## config.mk

```make
export PLATFORM = sky130hd
export DESIGN_NAME = sram_stream_reader
export DESIGN_NICKNAME = d
export VERILOG_FILES = /design/src/rtl/sram_stream_reader.sv
export SDC_FILE = /design/constraint.sdc
export NUM_CORES = 1
export LEC_CHECK = 0
export CORE_ASPECT_RATIO = 0.7
export CORE_MARGIN = 10
export CORE_UTILIZATION = 40
export CTS_BUF_LIST = sky130_fd_sc_hd__clkbuf_4
export CTS_CLUSTER_DIAMETER = 80
export DETAILED_ROUTE_END_ITERATION = 7
export GPL_TIMING_DRIVEN = 0
export PLACE_DENSITY = 0.7
export RECOVER_POWER = 100
export SETUP_SLACK_MARGIN = 0.15
export SYNTH_ARGS = -nofsm -noshare
export SYNTH_HDL_FRONTEND = slang
export SYNTH_SLANG_ARGS = --single-unit
```

## constraint.sdc

```tcl
create_clock -name clk -period 3.2 [get_ports clk]
set_input_delay 0.64 -clock clk [delete_from_list [all_inputs] [get_ports clk]]
set_output_delay 0.64 -clock clk [all_outputs]
set_load 0.1 [all_outputs]
```

## src/rtl/sram_stream_reader.sv

```systemverilog
// Burst read initiator for the banked 1RW SRAM wrapper; streams returned words
// over valid/ready through a 2-entry skid FIFO covering the one-cycle read latency.
`timescale 1ns/1ps
module sram_stream_reader #(
  parameter int DATA_WIDTH = 128,
  parameter int ADDR_BITS  = 9,
  parameter int DEPTH      = 384
) (
  input  logic                  clk,
  input  logic                  rst_n,
  input  logic                  start,
  input  logic [ADDR_BITS-1:0]  base_addr,
  input  logic [ADDR_BITS:0]    count,
  output logic                  busy,
  output logic                  done,
  output logic                  sram_csb,
  output logic                  sram_web,
  output logic [ADDR_BITS-1:0]  sram_addr,
  output logic [DATA_WIDTH-1:0] sram_din,
  input  logic [DATA_WIDTH-1:0] sram_dout,
  output logic                  out_valid,
  input  logic                  out_ready,
  output logic [DATA_WIDTH-1:0] out_data
);

  typedef enum logic [1:0] {
    ST_IDLE  = 2'd0,
    ST_RUN   = 2'd1,
    ST_DRAIN = 2'd2
  } state_t;

  localparam logic [ADDR_BITS-1:0] LAST_ADDR = ADDR_BITS'(DEPTH - 1);

  state_t                state_r;
  state_t                state_s;
  logic [ADDR_BITS-1:0]  addr_r;
  logic [ADDR_BITS:0]    remaining_r;
  logic                  inflight_r;
  logic [DATA_WIDTH-1:0] fifo_r [2];
  logic                  wr_ptr_r;
  logic                  rd_ptr_r;
  logic [1:0]            occ_r;
  logic                  done_r;

  logic                  pop_s;
  logic                  issue_s;
  logic                  last_issue_s;
  logic                  drain_exit_s;
  logic                  done_s;
  logic [2:0]            level_s;
  logic [2:0]            limit_s;

  assign pop_s        = (occ_r != 2'd0) && out_ready;
  // Entries already held plus the word landing next edge must leave room for this read.
  assign level_s      = {1'b0, occ_r} + {2'b00, inflight_r};
  assign limit_s      = 3'd2 + {2'b00, pop_s};
  assign last_issue_s = issue_s && (remaining_r == (ADDR_BITS+1)'(1));
  assign drain_exit_s = !inflight_r && ((occ_r == 2'd0) || ((occ_r == 2'd1) && pop_s));

  // State register
  always_ff @(posedge clk or negedge rst_n) begin
    if (!rst_n) begin
      state_r <= ST_IDLE;
    end else begin
      state_r <= state_s;
    end
  end

  // Next-state logic
  always_comb begin
    state_s = state_r;
    case (state_r)
      ST_IDLE: begin
        if (start && (count != '0)) state_s = ST_RUN;
        else                        state_s = ST_IDLE;
      end
      ST_RUN: begin
        if (last_issue_s) state_s = ST_DRAIN;
        else              state_s = ST_RUN;
      end
      ST_DRAIN: begin
        if (drain_exit_s) state_s = ST_IDLE;
        else              state_s = ST_DRAIN;
      end
      default: state_s = ST_IDLE;
    endcase
  end

  // Output decode: read issue and done request
  always_comb begin
    issue_s = 1'b0;
    done_s  = 1'b0;
    case (state_r)
      ST_IDLE: begin
        issue_s = 1'b0;
        done_s  = start && (count == '0);
      end
      ST_RUN: begin
        issue_s = (remaining_r != '0) && (level_s < limit_s);
        done_s  = 1'b0;
      end
      ST_DRAIN: begin
        issue_s = 1'b0;
        done_s  = drain_exit_s;
      end
      default: begin
        issue_s = 1'b0;
        done_s  = 1'b0;
      end
    endcase
  end

  // Done pulse register
  always_ff @(posedge clk or negedge rst_n) begin
    if (!rst_n) begin
      done_r <= 1'b0;
    end else begin
      done_r <= done_s;
    end
  end

  // Burst address / remaining counter and read-in-flight flag
  always_ff @(posedge clk or negedge rst_n) begin
    if (!rst_n) begin
      addr_r      <= {ADDR_BITS{1'b0}};
      remaining_r <= {(ADDR_BITS+1){1'b0}};
      inflight_r  <= 1'b0;
    end else begin
      inflight_r <= issue_s;
      if ((state_r == ST_IDLE) && start) begin
        addr_r      <= base_addr;
        remaining_r <= count;
      end else if (issue_s) begin
        addr_r      <= (addr_r == LAST_ADDR) ? {ADDR_BITS{1'b0}} : addr_r + ADDR_BITS'(1);
        remaining_r <= remaining_r - (ADDR_BITS+1)'(1);
      end else begin
        addr_r      <= addr_r;
        remaining_r <= remaining_r;
      end
    end
  end

  // Skid FIFO: capture returning read data, pop on handshake
  always_ff @(posedge clk or negedge rst_n) begin
    if (!rst_n) begin
      fifo_r[0] <= {DATA_WIDTH{1'b0}};
      fifo_r[1] <= {DATA_WIDTH{1'b0}};
      wr_ptr_r  <= 1'b0;
      rd_ptr_r  <= 1'b0;
      occ_r     <= 2'd0;
    end else begin
      if (inflight_r) begin
        fifo_r[wr_ptr_r] <= sram_dout;
        wr_ptr_r         <= ~wr_ptr_r;
      end else begin
        wr_ptr_r <= wr_ptr_r;
      end
      if (pop_s) begin
        rd_ptr_r <= ~rd_ptr_r;
      end else begin
        rd_ptr_r <= rd_ptr_r;
      end
      case ({inflight_r, pop_s})
        2'b10:   occ_r <= occ_r + 2'd1;
        2'b01:   occ_r <= occ_r - 2'd1;
        default: occ_r <= occ_r;
      endcase
    end
  end

  assign busy      = (state_r != ST_IDLE);
  assign done      = done_r;
  assign sram_csb  = ~issue_s;
  assign sram_web  = 1'b1;
  assign sram_addr = issue_s ? addr_r : {ADDR_BITS{1'b0}};
  assign sram_din  = {DATA_WIDTH{1'b0}};
  assign out_valid = (occ_r != 2'd0);
  assign out_data  = fifo_r[rd_ptr_r];

endmodule
```

* Word-level counts from Yosys, hierarchy flattened
Cells that the tools add are included.
Storage, ports and cells: latch bits 0, bits in registers 283, memory bits (writable) 0, memories kept 0, word-level logic and storage cells 71, input port bits 151, output and inout bits 270, memory bits (read-only) 0
Cells by class: divide/modulo/power cells 0, $mul 0, $add $sub $neg 6, bitwise logic cells 5, mux-type cells 19, eq/ne operators 7, reductions and logical operators 20, shift-type cells 0, $lt $le $gt $ge 4
Operators by type and width (number):
- $mux W128 | 4
- $bwmux W256 | 1
- $demux W128 S1 | 1
- $mux W9 | 4
- $mux W10 | 2
- $reduce_bool A10 Y1 | 2
- $eq A10 B1 Y1 const B | 1
- $logic_not A10 Y1 | 1
- $sub A10 B1 Y10 const B | 1
- $add A9 B1 Y9 const B | 1
- $eq A9 B9 Y1 const B | 1
- $logic_and A1 B1 Y1 | 9
- $reduce_bool A2 Y1 | 4
- $eq A2 B1 Y1 const B | 3
- $pmux W2 S3 | 1
- $eq A2 B2 Y1 const B | 2
- $ge A2 B2 Y1 const B | 2
- $logic_not A2 Y1 | 2
- $mux W2 | 2
- $not A1 Y2 | 2
- $pmux W2 S2 | 1
- $add A2 B1 Y3 | 1
- $add A2 B1 Y3 const A | 1
- $lt A3 B3 Y1 | 1
- 8 further kinds | 11

* Depth between registers and ports, before layout
depth after elaboration 9, gate-level depth with buffers 10, depth with buffers taken out 8

* Worst setup path before layout
No wires, ideal clock.
path kind flip-flop to output port, start register inflight_r, end output port sram_addr[4], arrival 3340 ps, setup slack -780 ps, cell stages (with the launch flop) 10, path buffers 2, data required time 2560 ps, cells stage by stage dfrtp_1 > ha_1 > ha_1 > or3b_4 > a21oi_4 > and2_1 > buf_6 > inv_2 > buf_2 > nor2_1
Between the ends: longest elaborated chain between the ends 5
Ends and longest elaborated chain:
- start: declaration | line 38 | logic inflight_r;
- start signal: assignment | line 129 | inflight_r <= issue_s;
- $add A2 B1 Y3 | line 55 | assign level_s = {1'b0, occ_r} + {2'b00, inflight_r};
- $lt A3 B3 Y1 | line 99 | issue_s = (remaining_r != '0) && (level_s < limit_s);
- $logic_and A1 B1 Y1 | line 99
- $mux W1 | line 93 | case (state_r)
- net issue_s | line 46 | logic issue_s;
- $mux W9 | line 175 | assign sram_addr = issue_s ? addr_r : {ADDR_BITS{1'b0}};
- end: declaration | line 18 | output logic [ADDR_BITS-1:0] sram_addr,
The timed path passes the listed nets, and every way through them passes these cells.

* Worst setup path after layout
start register inflight_r, end output port sram_addr[8]
The elaborated chain is that of the path after synthesis.

==> flow_summary_export.csv <==
group,metric,value,unit
timing,setup_viol,10,
synth,synth_cells,996,
floorplan,core_area,33420,µm²
setup_path,r2r_cells,6,
floorplan,die_h,173.8,µm
timing,setup_ws,-0.1868,ns
setup_path,worst_setup_path_start_kind,"flop",
cts,root_buffer,"clkbuf_4",
placed_design,dp_slack,-1.067,ns
setup_path,cp_slowest_stage_delay,0.44,ns
setup_path,cpLargestDelayFamily,"simple AND/OR/NAND/NOR gates",
placed_design,hpwl,28350,µm
synth,yosysUniqueCellTypes,47,
detailed_routing,drcViolationCount,0,
finish,final_common_cell,"mux2_2",
synth,synth-edff-count,0,
global_route,grt_pass1_wl,59310,µm
global_route,grt_pass1_vias,9999,
detailed_routing,vias_per_cell,4.683,
global_route,antenna_found_initial,2,
finish,final_area,18340,µm²
global_route,grt_start_max_net_pins,121,
cts,ctsLongestPathBuffers,3,
setup_path,worstPathRequired,2.56,ns
detailed_routing,via_count,9337,
synth,synth_compound_area_frac,0.02286,
timing,tightest_slew,1.807,ns
synth,synth_top_area_frac,0.5239,
timing,fmax,295.3,MHz
floorplan,initial_utilization,0.4045,
finish,final_cell_mix,"384 x mux2_2, 280 x dfrtp_1, 150 x clkdlybuf4s50_1",
floorplan,die_w,239.7,µm
outcome,violations,"capacitance limit, slew limit, setup timing",
setup_path,cp_num_buf_inv,4,
timing,clock-skew-final,0.04500,ns
timing,rsz0062_at_grt,"yes",
setup_path,endpoint_kind,"primary output",
cts,clkTransAtPathRegs,0.07,ns
finish,utilization,0.5487,
synth,ys_seq_area_frac,0.5239,
synth,synth.largest_area_cell,"dfrtp_1",
setup_path,crit_type,"flop to primary output",
timing,finalHoldViolCount,0,
setup_path,r2r-start,"inflight_r",
outcome,status,"finished with violations",
cts,numClockSinks,283,
finish,nets,1668,
setup_path,r2r_slack,0.41,ns
floorplan,io-pin-count,421,
finish,syn2layout_area_growth,35.67,%
detailed_routing,ant_nets,0,
floorplan,rows,56,
timing,max_slew_margin,-0.2044,
cts,htreeDepth,3,
cts,clock_latency,0.73,ns
min_path,worstHoldStart,"fifo_r[9]",
finish,drive_gt1_frac,0.5347,
synth,synth_fa_ha_area_frac,0.007405,
setup_path,critPathCapture,"sram_addr[8]",
synth,synth_area,13520,µm²
detailed_routing,avgRoutedWirePerCell,19.37,µm
synth,synth_top_family_by_area,"multiplexers",
setup_path,startpoint,"inflight_r",
setup_path,cp_max_fo,5,
synth,ys_top_cells_by_area,"dfrtp_1 52%, mux2_2 32%, buf_4 7.2%",
detailed_routing,drtPass1Iterations,5,
placed_design,gp_congestion,0.8845,
synth,synth_flop_cell,"dfrtp_1",
timing,whs,0.4988,ns
run,drv_cap,1,
global_route,grtUsageTotal,0.1828,
synth,synth_xor_xnor_area_share,0.004535,
setup_path,path_depth,10,
placed_design,placed_area,17540,µm²
placed_design,portBuffers,291,
detailed_routing,wl,38620,µm
synth,avgSynthCellArea,13.57,µm²
timing,slew_violations,67,
min_path,hp-class,"flop to flop",
setup_path,cp_cell_sequence,"ha_4 > ha_4 > or3b_4 > a21oi_4 > and2_4 > buf_8 > inv_8 > buf_8 > nor2_4 > buf_12",
setup_path,slowest_stage,"dfrtp_2",
timing,period_needed,3.387,ns
timing,period_share,1.058,
floorplan,die_area,41670,µm²
synth,ys_ff_latch,283,
global_route,grt_overflow,0,
detailed_routing,first_iter_violations,481,
setup_path,critical_path_arrival,2.75,ns
synth,yosys.area_share.simple,0.02990,
setup_path,rr_endpoint,"fifo_r[201]",
cts,cts_buffers,74,
synth,synthArstFlopShare,1.000,
synth,ys_warn_count,0,
cts,cts_tree,"built",
synth,muxShareOfSynthArea,0.3214,
cell usage after synthesis, drive strengths merged, types with 8 or more instances:
library cell and number:
nand2 14, nor2 19, dfrtp 283, mux2 384
ha 8, o21ai 11, clkbuf 45, buf 133
inv 13, nand3 8
area by class of cell:
| class | instances | area (µm²) |
|---|---|---|
| antenna | 1 | 2.502 |
| buffer | 178 | 1275 |
| clock buffer | 113 | 848.3 |
| clock inverter | 12 | 63.81 |
| fill | 2906 | 15080 |
| inverter | 13 | 56.30 |
| multi-input combinational | 649 | 5799 |
| sequential | 283 | 7086 |
| tap | 435 | 544.3 |
| timing repair buffer | 310 | 2665 |
repair_timing:
item,4_1_cts,5_1_grt
hold buffers,1,0
pin swaps,5,4
endpoints found under the setup margin,140,14
resized for setup,754,12
endpoints found under the hold margin,66,0
setup buffers,13,3
metal layers:
metal,track usage,vias up,part of all wire
met2,0.2992,291,0.49
li1,-,4346,-
met5,0,-,0
met3,0.06861,52,0.083
met4,0.04843,0,0.015
met1,0.2215,4648,0.41
sequential cells by signal, summed over array words and instances, names as in the netlist, 2 cells and up:
register	cells
occ_r	2
addr_r	9
state_r	2
remaining_r	10
fifo_r	256
stage by stage:
| stage | TNS [ns] | instances |
|---|---|---|
| 3_5_place_dp | -67.48 | 1851 |
| 4_1_cts | -2.505 | 1990 |
| 2_1_floorplan | 0 | 1123 |
| 3_3_place_gp | -3119.68 | 1849 |
| 6_report | -1.133 | 1994 |
| 5_1_grt | -2.327 | 1994 |
how the worst min path moves through the flow:
stage	endpoint	slack (ns)	depth (start not counted)
3_5_place_dp	wr_ptr_r	0.49	1
2_1_floorplan	addr_r[0]	0.34	0
4_1_cts	fifo_r[18]	0.39	2
5_1_grt	addr_r[2]	0.44	3
3_3_place_gp	done	0.48	1
6_report	fifo_r[9]	0.50	1
worst register-to-register path, stage by stage, from the launching register on:
cell,delay [ns]
dfrtp_2,0.41
clkbuf_1,0.26
inv_1,0.12
nor2_1,0.14
clkbuf_1,0.69
clkbuf_1,0.62
mux2_2,0.41
logic make-up (layout without fill, tap and decap cells):
group | Yosys count | count (layout)
xor+xnor | 7 | 7
simple gates | 77 | 77
other cells | 2 | 130
buf+inv | 191 | 626
fa+ha+maj | 8 | 8
compound gates | 42 | 42
flops | 283 | 283
mux | 386 | 386
Power is left out: the tool's default activity adds up to more than one toggle a clock period on the data nets, which glitch-free logic cannot reach.
